--- src/rtl/vga_timing_pkg.sv ---
// 640x480@60 timing constants shared by the sync generator and the renderers.
package vga_timing_pkg;

  localparam int unsigned VGA_H_DISP  = 640;
  localparam int unsigned VGA_H_FP    = 16;
  localparam int unsigned VGA_H_SYNC  = 96;
  localparam int unsigned VGA_H_BP    = 48;
  localparam int unsigned VGA_V_DISP  = 480;
  localparam int unsigned VGA_V_FP    = 10;
  localparam int unsigned VGA_V_SYNC  = 2;
  localparam int unsigned VGA_V_BP    = 33;
  localparam int unsigned VGA_PIX_DIV = 2;
  localparam int unsigned VGA_CW      = 10;

  localparam int unsigned VGA_H_TOTAL  = VGA_H_DISP + VGA_H_FP + VGA_H_SYNC + VGA_H_BP;
  localparam int unsigned VGA_V_TOTAL  = VGA_V_DISP + VGA_V_FP + VGA_V_SYNC + VGA_V_BP;
  localparam int unsigned VGA_HS_START = VGA_H_DISP + VGA_H_FP;
  localparam int unsigned VGA_HS_END   = VGA_HS_START + VGA_H_SYNC - 1;
  localparam int unsigned VGA_VS_START = VGA_V_DISP + VGA_V_FP;
  localparam int unsigned VGA_VS_END   = VGA_VS_START + VGA_V_SYNC - 1;

  // Inclusive range test used for sync windows and renderer bounds checks.
  function automatic logic in_window(input int unsigned v, input int unsigned lo,
                                     input int unsigned hi);
    return (v >= lo) && (v <= hi);
  endfunction

endpackage

--- src/rtl/vga_pix_tick.sv ---
// Pixel clock-enable divider: p_tick is high one clk out of every PIX_DIV.
module vga_pix_tick #(
  parameter int unsigned PIX_DIV = 2
) (
  input  logic clk,
  input  logic reset,
  output logic p_tick
);

  localparam int unsigned DW = (PIX_DIV > 1) ? $clog2(PIX_DIV) : 1;
  localparam logic [DW-1:0] LAST = DW'(PIX_DIV - 1);

  logic [DW-1:0] div_q;
  logic [DW-1:0] div_d;

  always_comb begin
    div_d = div_q + DW'(1);
    if (div_q == LAST) div_d = '0;
  end

  always_ff @(posedge clk) begin
    if (reset) div_q <= '0;
    else       div_q <= div_d;
  end

  // Gated by reset so the tick is quiet while reset is held, even with PIX_DIV=1.
  assign p_tick = !reset && (div_q == LAST);

endmodule

--- src/rtl/vga_sync_gen.sv ---
// VGA timing master: pixel coordinates, sync pins, video_on and per-frame tick.
// Define VGA_SYNC_FRAME_CNT_EN to add the 8-bit frame_cnt output.
module vga_sync_gen
  import vga_timing_pkg::*;
#(
  parameter int unsigned H_DISP  = VGA_H_DISP,
  parameter int unsigned H_FP    = VGA_H_FP,
  parameter int unsigned H_SYNC  = VGA_H_SYNC,
  parameter int unsigned H_BP    = VGA_H_BP,
  parameter int unsigned V_DISP  = VGA_V_DISP,
  parameter int unsigned V_FP    = VGA_V_FP,
  parameter int unsigned V_SYNC  = VGA_V_SYNC,
  parameter int unsigned V_BP    = VGA_V_BP,
  parameter int unsigned PIX_DIV = VGA_PIX_DIV,
  parameter int unsigned CW      = VGA_CW
) (
  input  logic          clk,
  input  logic          reset,
  output logic          hsync,
  output logic          vsync,
  output logic          video_on,
  output logic          p_tick,
  output logic [CW-1:0] pix_x,
  output logic [CW-1:0] pix_y,
  output logic          refr_tick
`ifdef VGA_SYNC_FRAME_CNT_EN
  ,
  output logic [7:0]    frame_cnt
`endif
);

  localparam int unsigned H_TOTAL  = H_DISP + H_FP + H_SYNC + H_BP;
  localparam int unsigned V_TOTAL  = V_DISP + V_FP + V_SYNC + V_BP;
  localparam int unsigned HS_START = H_DISP + H_FP;
  localparam int unsigned HS_END   = HS_START + H_SYNC - 1;
  localparam int unsigned VS_START = V_DISP + V_FP;
  localparam int unsigned VS_END   = VS_START + V_SYNC - 1;

  logic [CW-1:0] x_d;
  logic [CW-1:0] y_d;
  logic          hsync_d;
  logic          vsync_d;
  logic          x_last;
  logic          y_last;

  vga_pix_tick #(
    .PIX_DIV(PIX_DIV)
  ) u_pix_tick (
    .clk   (clk),
    .reset (reset),
    .p_tick(p_tick)
  );

  assign x_last = (pix_x == CW'(H_TOTAL - 1));
  assign y_last = (pix_y == CW'(V_TOTAL - 1));

  // Next-state counters; sync pins are derived from them so they line up with pix_x/pix_y.
  always_comb begin
    x_d = pix_x;
    y_d = pix_y;
    if (p_tick) begin
      if (x_last) begin
        x_d = '0;
        y_d = y_last ? '0 : pix_y + CW'(1);
      end else begin
        x_d = pix_x + CW'(1);
      end
    end
    hsync_d = !in_window(32'(x_d), HS_START, HS_END);
    vsync_d = !in_window(32'(y_d), VS_START, VS_END);
  end

  always_ff @(posedge clk) begin
    if (reset) begin
      pix_x <= '0;
      pix_y <= '0;
      hsync <= 1'b1;
      vsync <= 1'b1;
    end else begin
      pix_x <= x_d;
      pix_y <= y_d;
      hsync <= hsync_d;
      vsync <= vsync_d;
    end
  end

  assign video_on  = (pix_x < CW'(H_DISP)) && (pix_y < CW'(V_DISP));
  assign refr_tick = p_tick && (pix_x == '0) && (pix_y == CW'(V_DISP + 1));

`ifdef VGA_SYNC_FRAME_CNT_EN
  always_ff @(posedge clk) begin
    if (reset)                          frame_cnt <= '0;
    else if (p_tick && x_last && y_last) frame_cnt <= frame_cnt + 8'(1);
  end
`endif

endmodule

--- config.mk ---
export PLATFORM = sky130hd
export DESIGN_NAME = vga_sync_gen
export DESIGN_NICKNAME = d
export VERILOG_FILES = /design/src/rtl/vga_timing_pkg.sv /design/src/rtl/vga_pix_tick.sv /design/src/rtl/vga_sync_gen.sv
export SDC_FILE = /design/constraint.sdc
export NUM_CORES = 1
export LEC_CHECK = 0
export CORE_MARGIN = 4
export CORE_UTILIZATION = 35
export DETAILED_ROUTE_END_ITERATION = 16
export GPL_TIMING_DRIVEN = 0
export HOLD_SLACK_MARGIN = 0.1
export PLACE_DENSITY = 0.61
export RECOVER_POWER = 100
export SETUP_SLACK_MARGIN = 0.3
export SLEW_MARGIN = 20
export SYNTH_ARGS = -nofsm -noshare
export SYNTH_HDL_FRONTEND = slang
export SYNTH_SLANG_ARGS = --single-unit
--- constraint.sdc ---
create_clock -name clk -period 2.21 [get_ports clk]
set_clock_uncertainty 0.2 [all_clocks]
set_input_delay 0.221 -clock clk [delete_from_list [all_inputs] [get_ports clk]]
set_output_delay 0.221 -clock clk [all_outputs]
set_load 0.1 [all_outputs]
Word-level counts from Yosys, hierarchy flattened
Cells that the tools add are included.

Div/mod/pow operators: 0. Multiplexer cells: 5. Magnitude comparators: 6. Shift-type cells: 0. Equal/unequal tests: 3. Multiply operators: 0. Add/sub/neg operators: 3. Reductions and logical operators: 11. Bitwise operators: 0.

Operators by type and width (number): two-way mux 10 bit (5); adder 10 x 1 -> 10 bit (second input constant) (2); equality test 10 bit (second input constant) (2); equality test 10 x 9 -> 1 bit (second input constant) (1); >= comparator 10 bit (second input constant) (1); >= comparator 10 x 9 -> 1 bit (second input constant) (1); less-or-equal comparator 10 bit (second input constant) (1); less-or-equal comparator 10 x 9 -> 1 bit (second input constant) (1); zero test 10 bit (1); less-than comparator 10 bit (second input constant) (1); less-than comparator 10 x 9 -> 1 bit (second input constant) (1); logical AND 1 bit (6); zero test 1 bit (3); OR reduction 2 bit (1); adder 1 bit (second input constant) (1).

Memory bits (read-only): 0. Input bits: 2. Memories kept: 0. Output and inout port bits: 25. Latch bits: 0. Bits in registers: 23. Logic and storage cells: 33. Bits in writable memories: 0.

Logic depth before layout (Yosys ltp)
Gate-level depths: netlist of run 1.

Depth in word-level cells: 7. Mapped depth: 7. Gate-level depth less buffers: 7.

Modules after synthesis
Synthesis of run 1 repeated with hierarchy kept, for this count alone.

Cells, all modules: 166. Area total of the unflattened synthesis: 1357.6 um^2.

Modules (own cells, without submodules): vga_sync_gen (instances 1, cells each 163, area each 1320.0 um^2); vga_pix_tick (instances 1, cells each 3, area each 37.5 um^2).

Worst setup path after synthesis of run 1
OpenSTA, ideal clock, no wires.

Path type: flip-flop to output port. From: reg u_pix_tick.div_q. To: out refr_tick. Stages on the path, launching flop included: 5. Data arrival time: 4.210 ns. Data required time: 1.789 ns. Buffers on the path: 1. Path slack: -2.421 ns. Path through: dfxtp_1 clkbuf_1 nor2b_1 nand4b_1 nor3_1.

Cells in the longest elaborated chain, start to end: 3.

RTL lines: start: declaration (RTL line vga_pix_tick.sv:13) `logic [DW-1:0] div_q;`; start signal: assignment (RTL line vga_pix_tick.sv:23) `else div_q <= div_d;`; logical AND 1 bit (RTL line vga_pix_tick.sv:27) `assign p_tick = !reset && (div_q == LAST);`; net p_tick (RTL line vga_sync_gen.sv:22) `output logic p_tick,`; logical AND 1 bit (2 in series) (RTL line vga_sync_gen.sv:88) `assign refr_tick = p_tick && (pix_x == '0) && (pix_y == CW'(V_DISP + 1));`; end: declaration (RTL line vga_sync_gen.sv:25) `output logic refr_tick`.

The timed path passes the listed nets, and every way through them passes these cells.

Worst setup path after layout of run 1
From: reg pix_x[6]. To: out refr_tick.

Cells in the longest elaborated chain, start to end: 3.

RTL lines: start: declaration (RTL line vga_sync_gen.sv:23) `output logic [CW-1:0] pix_x,`; start signal: assignment (RTL line vga_sync_gen.sv:75) `pix_x <= '0;`; start signal: assignment (RTL line vga_sync_gen.sv:80) `pix_x <= x_d;`; zero test 10 bit (RTL line vga_sync_gen.sv:88); logical AND 1 bit (2 in series) (RTL line vga_sync_gen.sv:88).

Every way passes these cells.

==> impl_metrics.yaml, run 1 <==
placed_design:
  gp_congestion: 0.893
  place_area_mm2: 0.00182
  portBuffers: 25
  placed_cells_incl_taps: 235
  dp_hpwl_mm: 2.59
min_path:
  holdCritPathClass: "input port to flop"
global_route:
  antenna_found_initial: 0
  grt_pass1_wl_mm: 6.46
  track_usage_pct: 15.8
  grt_max_degree: 13
  grt_overflow: 0
  grt_pass1_vias: 1312
power:
  power_uw: 728
  vdd_drop_max_v: 0.000236
  power_density_mw_per_mm2: 392
  leakage_nw: 0.667
clock_network:
  cts_buffer_depth: 2
  cts.sinks: 23
  root_buffer: "clkbuf_8"
  cts_max_level: 1
  tritoncts: "yes"
  cts_buffers: 3
  clk_pin_slew_ns: 0.08
  worstSkewPairLatency_ns: 0.26
synthesis:
  async_reset_ff_share_pct: 0
  syn_area_per_cell_um2: 8.41
  synth_top_area_share_pct: 33.8
  synth_cell_types: 42
  ys.flop_type: "dfxtp_1"
  syn-num-nets: 169
  synth-seq-area-share_pct: 33.8
  yosysTopAreaCell: "dfxtp_1"
  synthTopCellsByArea: "dfxtp_1 (34%), nor2_1 (5.0%), ha_1 (4.6%), xnor2_1 (4.5%), xor2_1 (3.9%)"
  synth-edff-count: 0
  synth_most_common_cell: "dfxtp_1"
  syn-instance-count: 162
  synth-seq-cells: 23
  synth_commonest_cells: "dfxtp_1 (23), nor2_1 (18), nand2_1 (12)"
  synth.cell_area_mm2: 0.00136
  yosys_warnings: 0
floorplan:
  dieArea_mm2: 0.00496
  rows: 22
  dieWidth_um: 70.4
  io_pins: 27
  start_util_pct: 36.7
  dieHeight_um: 70.4
  core_area_mm2: 0.00372
routing:
  vias_per_cell: 5.40
  wl_per_cell_um: 15.0
  routed_wl_mm: 3.70
  vias: 1335
  ant_nets: 0
  first_pass_iters: 4
  drc: 0
  drtIter0Drc: 69
worst_setup_path:
  crit_path_end_kind: "output pin"
  worst_ep_arrival_time_ns: 1.71
  r2r_slack_ns: 0.14
  crit_fanout: 7
  cp-start-kind: "flop"
  crit_required_ns: 1.79
  worstSetupPathType: "flop to output pin"
sta:
  rsz0062_at_grt: "yes"
  min_period_over_period_pct: 96.3
  fmax_mhz: 470
  tightestPinTransition_ns: 1.18
  hold_viol: 0
  slew_viol_final: 0
  maxSlewHeadroom_pct: 21.6
  period_minus_slack_ns: 2.13
  hold_slack_ns: 0.269
  setup_tns_ns: 0
  setup_violations: 0
cells_and_area:
  regArea_um2: 519
  multi_input_area_um2: 955
  area_growth_pct: 36.3
  fillers: 370
  nets: 207
  final_cells: 247
  antennaDiodeCount: 0
  design_area_mm2: 0.00186
  drive_gt1_share_pct: 30.2
status:
  run_status: "finished clean"
flow_run:
  max-cap-violations: 0
-- routing by layer --
metal | GRT usage (%) | routed length, um | share of wire, % | vias to the layer above
met1 | 21.8 | 1690 | 46 | 631
met3 | 2.88 | 186 | 5.0 | 8
met2 | 24.8 | 1740 | 47 | 37
met5 | 0 | 0 | 0 | -
met4 | 5.11 | 78 | 2.1 | 0
li1 | - | - | - | 659
-- layout by cell type, fill, tap and decap left out, types with 2 or more instances in the layout --
cell,n
clkbuf_1,25
nor4_4,3
or3_1,3
nor4_2,2
ha_1,4
xnor2_1,7
nand3b_1,2
and3b_1,2
xor2_1,6
dfxtp_2,5
clkbuf_2,4
nand4_1,4
o21ai_0,4
and4_2,2
nand2b_1,2
nor2_1,18
a21oi_1,4
dfxtp_4,14
buf_4,7
a211oi_1,3
inv_1,5
nand2_1,11
nand3_1,10
o211ai_1,2
nor3b_1,3
nand4b_1,5
clkbuf_8,4
buf_6,2
dfxtp_1,4
and3_1,3
-- report_power, final --
group / switching, mW / internal [mW]
clock: 0.131 / 0.129
combinational: 0.0455 / 0.0156
sequential: 0.00421 / 0.402
-- state kept, by name, indices dropped and copies added (netlist names) --
name	flops
hsync	1
vsync	1
pix_x	10
u_pix_tick.div_q	1
pix_y	10
-- worst max-delay path, cell delays in order (launching register included) --
cell	delay [ns]
dfxtp_1	0.33
buf_8	0.14
nor4_4	0.27
nand4b_1	0.21
nor3_4	0.18
buf_4	0.32
-- timing repair --
| action | in CTS | in global routing |
|---|---|---|
| cloned | 1 | 0 |
| setup endpoints to repair | 33 | 26 |
| hold buffers | 0 | 0 |
| buffers inserted | 3 | 4 |
| resized for setup | 72 | 23 |
| pin swaps | 8 | 12 |
-- final timing paths --
| check | from | endpoint | cells after the start |
|---|---|---|---|
| hold reg to reg | pix_x[8]$_SDFF_PP0_ | pix_x[8]$_SDFF_PP0_ | 1 |
| setup reg to reg | pix_x[6]$_SDFF_PP0_ | vsync$_SDFF_PP1_ | 7 |
| hold / removal | reset | pix_x[7]$_SDFF_PP0_ | 2 |
| setup / recovery | pix_x[6]$_SDFF_PP0_ | refr_tick | 5 |
-- stage by stage --
stage	setup slack, ns	utilization (%)
floorplan	-0.262	-
global placement	-0.563	49.0
detailed placement	-0.595	49.0
CTS	0.0742	53.3
global route	0.0346	50.0
finish	0.0816	50.0
-- kinds of logic after synthesis --
| logic type | share of synthesized area (%) |
|---|---|
| flops | 33.8 |
| buf+inv | 4.68 |
| fa+ha+maj | 4.59 |
| simple gates | 37.1 |
| mux | 1.56 |
| compound gates | 9.92 |
| xor+xnor | 8.36 |
-- final cells by class --
type | count | share of cell area (%)
flip-flops and latches | 23 | 28.0
repair buffers | 33 | 10.2
inverters | 5 | 1.01
plain buffers | 9 | 3.77
clock buffers | 4 | 2.43
well taps | 48 | 3.23
multi-input cells | 125 | 51.4
Note: power is estimated with default switching activity, not from simulation.
==> run 2, diff against run 1 <==
--- a/config.mk
+++ b/config.mk
@@ -5,12 +5,14 @@
 export SDC_FILE = /design/constraint.sdc
 export NUM_CORES = 1
 export LEC_CHECK = 0
+export CORE_ASPECT_RATIO = 0.7
 export CORE_MARGIN = 4
 export CORE_UTILIZATION = 35
 export DETAILED_ROUTE_END_ITERATION = 16
+export DONT_BUFFER_PORTS = 1
 export GPL_TIMING_DRIVEN = 0
 export HOLD_SLACK_MARGIN = 0.1
-export PLACE_DENSITY = 0.61
+export PLACE_DENSITY = 0.52
 export RECOVER_POWER = 100
 export SETUP_SLACK_MARGIN = 0.3
 export SLEW_MARGIN = 20
==> run 2 against run 1 <==
  * The run now ends with setup timing left
  * Worst hold slack worse by 0.018 ns
  * Global-route usage up 0.22 points
  * Critical endpoint unchanged
  * Clock power up 2%
  * Non-clock buffer count down 24
  * Final cell count down 8.9%
  * Critical path type unchanged
  * Critical path depth down 1
  * First-iteration DRC count up 28%
  * Sequential share of layout area up 1.5 points
==> impl_metrics.yaml, run 2 (same netlist as run 1, synthesis figures left out) <==
sta:
  hold_slack_ns: 0.251
  fin_ws_ns: -0.535
  tightestPinTransition_ns: 1.01
  rsz0062_at_grt: "yes"
  maxSlewHeadroom_pct: 32.2
  fmax_mhz: 364
  period_minus_slack_ns: 2.75
  min_period_over_period_pct: 124
  hold_viol: 0
  setup_tns_ns: -1.82
  setup_violations: 11
  slew_viol_final: 0
clock_network:
  worstSkewPairLatency_ns: 0.26
  cts_buffer_depth: 2
  cts_buffers: 3
  cts.sinks: 23
  tritoncts: "yes"
  root_buffer: "clkbuf_8"
  ctsHoldBuffers: 0
  clk_pin_slew_ns: 0.08
  cts_max_level: 1
routing:
  routed_wl_mm: 3.85
  dr.max_layer_used: "met4"
  wl_met2_mm: 1.68
  wl_per_cell_um: 17.1
  vias_per_cell: 5.76
  drtIter0Drc: 88
  met1_length_mm: 1.85
  ant_nets: 0
  wl_met3_um: 284
  drc: 0
  vias: 1297
  first_pass_iters: 4
worst_setup_path:
  crit_path_end_kind: "output pin"
  crit_path_start: "u_pix_tick.div_q$_SDFF_PP0_"
  cpPeakStageDelay_ns: 0.82
  rr_worst_depth: 8
  crit_chain: "buf_8 > nor2b_4 > nand4b_1 > nor3_4"
  crit_slowest_cell: "nor3_4"
  r2r-end: "vsync$_SDFF_PP1_"
  crit_required_ns: 1.79
  crit_buf_inv: 1
  cp-start-kind: "flop"
  crit_fanout: 2
  timing.rr.start: "pix_x[6]$_SDFF_PP0_"
  worstSetupPathType: "flop to output pin"
  cpLargestDelayFamily: "simple AND/OR/NAND/NOR gates"
  worst_ep_arrival_time_ns: 2.32
  r2r_slack_ns: -0.28
power:
  power_uw: 730
  sequentialPowerShare_pct: 57.3
  internal-power_uw: 542
  switching_power_uw: 187
  pwr-share-clk_pct: 36.1
  leakage_nw: 0.674
  power_frac_comb_pct: 6.6
  netSwitchingFraction_pct: 25.6
  power_density_mw_per_mm2: 400
  vdd_drop_max_v: 0.000264
global_route:
  grt_max_degree: 13
  track_usage_pct: 16.1
  grt_overflow: 0
  grt_pass1_vias: 1182
  antenna_found_initial: 0
  grt_pass1_wl_mm: 6.00
cells_and_area:
  antennaDiodeCount: 0
  fin_util_pct: 50.3
  design_area_mm2: 0.00182
  final_common_cell: "dfxtp_4"
  nets: 183
  drive_gt1_share_pct: 38.9
  final_cells: 225
  layout_common_cells: "dfxtp_4 (20), nor2_1 (17), nand2_1 (9), nand3_1 (7), xnor2_1 (7)"
  reg_top3: "pix_x (10), pix_y (10)"
  area_growth_pct: 33.8
  fillers: 355
status:
  run_status: "finished, violations left"
  violations: "setup timing"
min_path:
  holdPathEnd: "pix_x[7]$_SDFF_PP0_"
  whs_path_depth: 2
  holdCritPathClass: "input port to flop"
  hold_path_startpoint: "reset"
placed_design:
  dp_hpwl_mm: 2.67
  gp_congestion: 0.820
  place_area_mm2: 0.00157
  placed_cells_incl_taps: 212
  portBuffers: 0
  dp_slack_ns: -0.432
flow_run:
  max-cap-violations: 0
floorplan:
  dieHeight_um: 60.2
  dieArea_mm2: 0.00497
  core_area_mm2: 0.00363
  io_pins: 27
  dieWidth_um: 82.6
  rows: 18
  start_util_pct: 37.6
==> run 2: cell count changes in the layout (fill, tap and decap cells not counted), moves of 3 or more <==
cell and delta:
buf_6 +4, clkbuf_1 -22, clkbuf_2 -3, dfxtp_2 -4, dfxtp_4 +6, nand3_1 -3
==> run 2: final cells by class <==
type	instances	area, um^2	share of cell area (%)
plain buffers	9	83.8	4.60
clock buffers	4	45.0	2.47
multi-input cells	125	997	54.7
flip-flops and latches	23	537	29.4
well taps	50	62.6	3.43
inverters	5	18.8	1.03
repair buffers	9	78.8	4.32
==> run 2: how the worst max path moves through the flow <==
stage,to,slack (ns),depth (start not counted)
global placement,refr_tick,-0.43,4
CTS,refr_tick,-0.66,4
finish,refr_tick,-0.54,4
global route,refr_tick,-0.62,4
floorplan,refr_tick,-0.26,4
detailed placement,refr_tick,-0.43,4
==> run 2: metal layers <==
layer / global-route usage (%) / vias to the layer above
li1: - / 612
met5: 0 / -
met2: 22.0 / 43
met4: 3.73 / 0
met1: 23.4 / 638
met3: 6.02 / 4
==> run 2: what timing repair did <==
action / 4_1_cts / 5_1_grt
resized for setup: 27 / 17
pin swaps: 10 / 6
endpoints found under the setup margin: 18 / 21
setup buffers: 5 / 4
cloned: 0 / 0
==> run 2: worst reg2reg max path: cells and delay by family (launching register included) <==
family | cells | cell delay (ns)
DFF | 1 | 0.45
and+or+nand+nor | 4 | 1.01
buffers and inverters | 3 | 0.48
xor gates and xnor gates | 1 | 0.20
==> run 2: power groups by stage <==
stage          Sequential [mW]  Clock, mW  Combinational [mW]
2_1_floorplan            0.434          0              0.0319
5_1_grt                  0.419      0.288              0.0518
6_report                 0.418      0.264              0.0480
3_5_place_dp             0.435          0              0.0401
3_3_place_gp             0.434          0              0.0390
4_1_cts                  0.419      0.280              0.0434
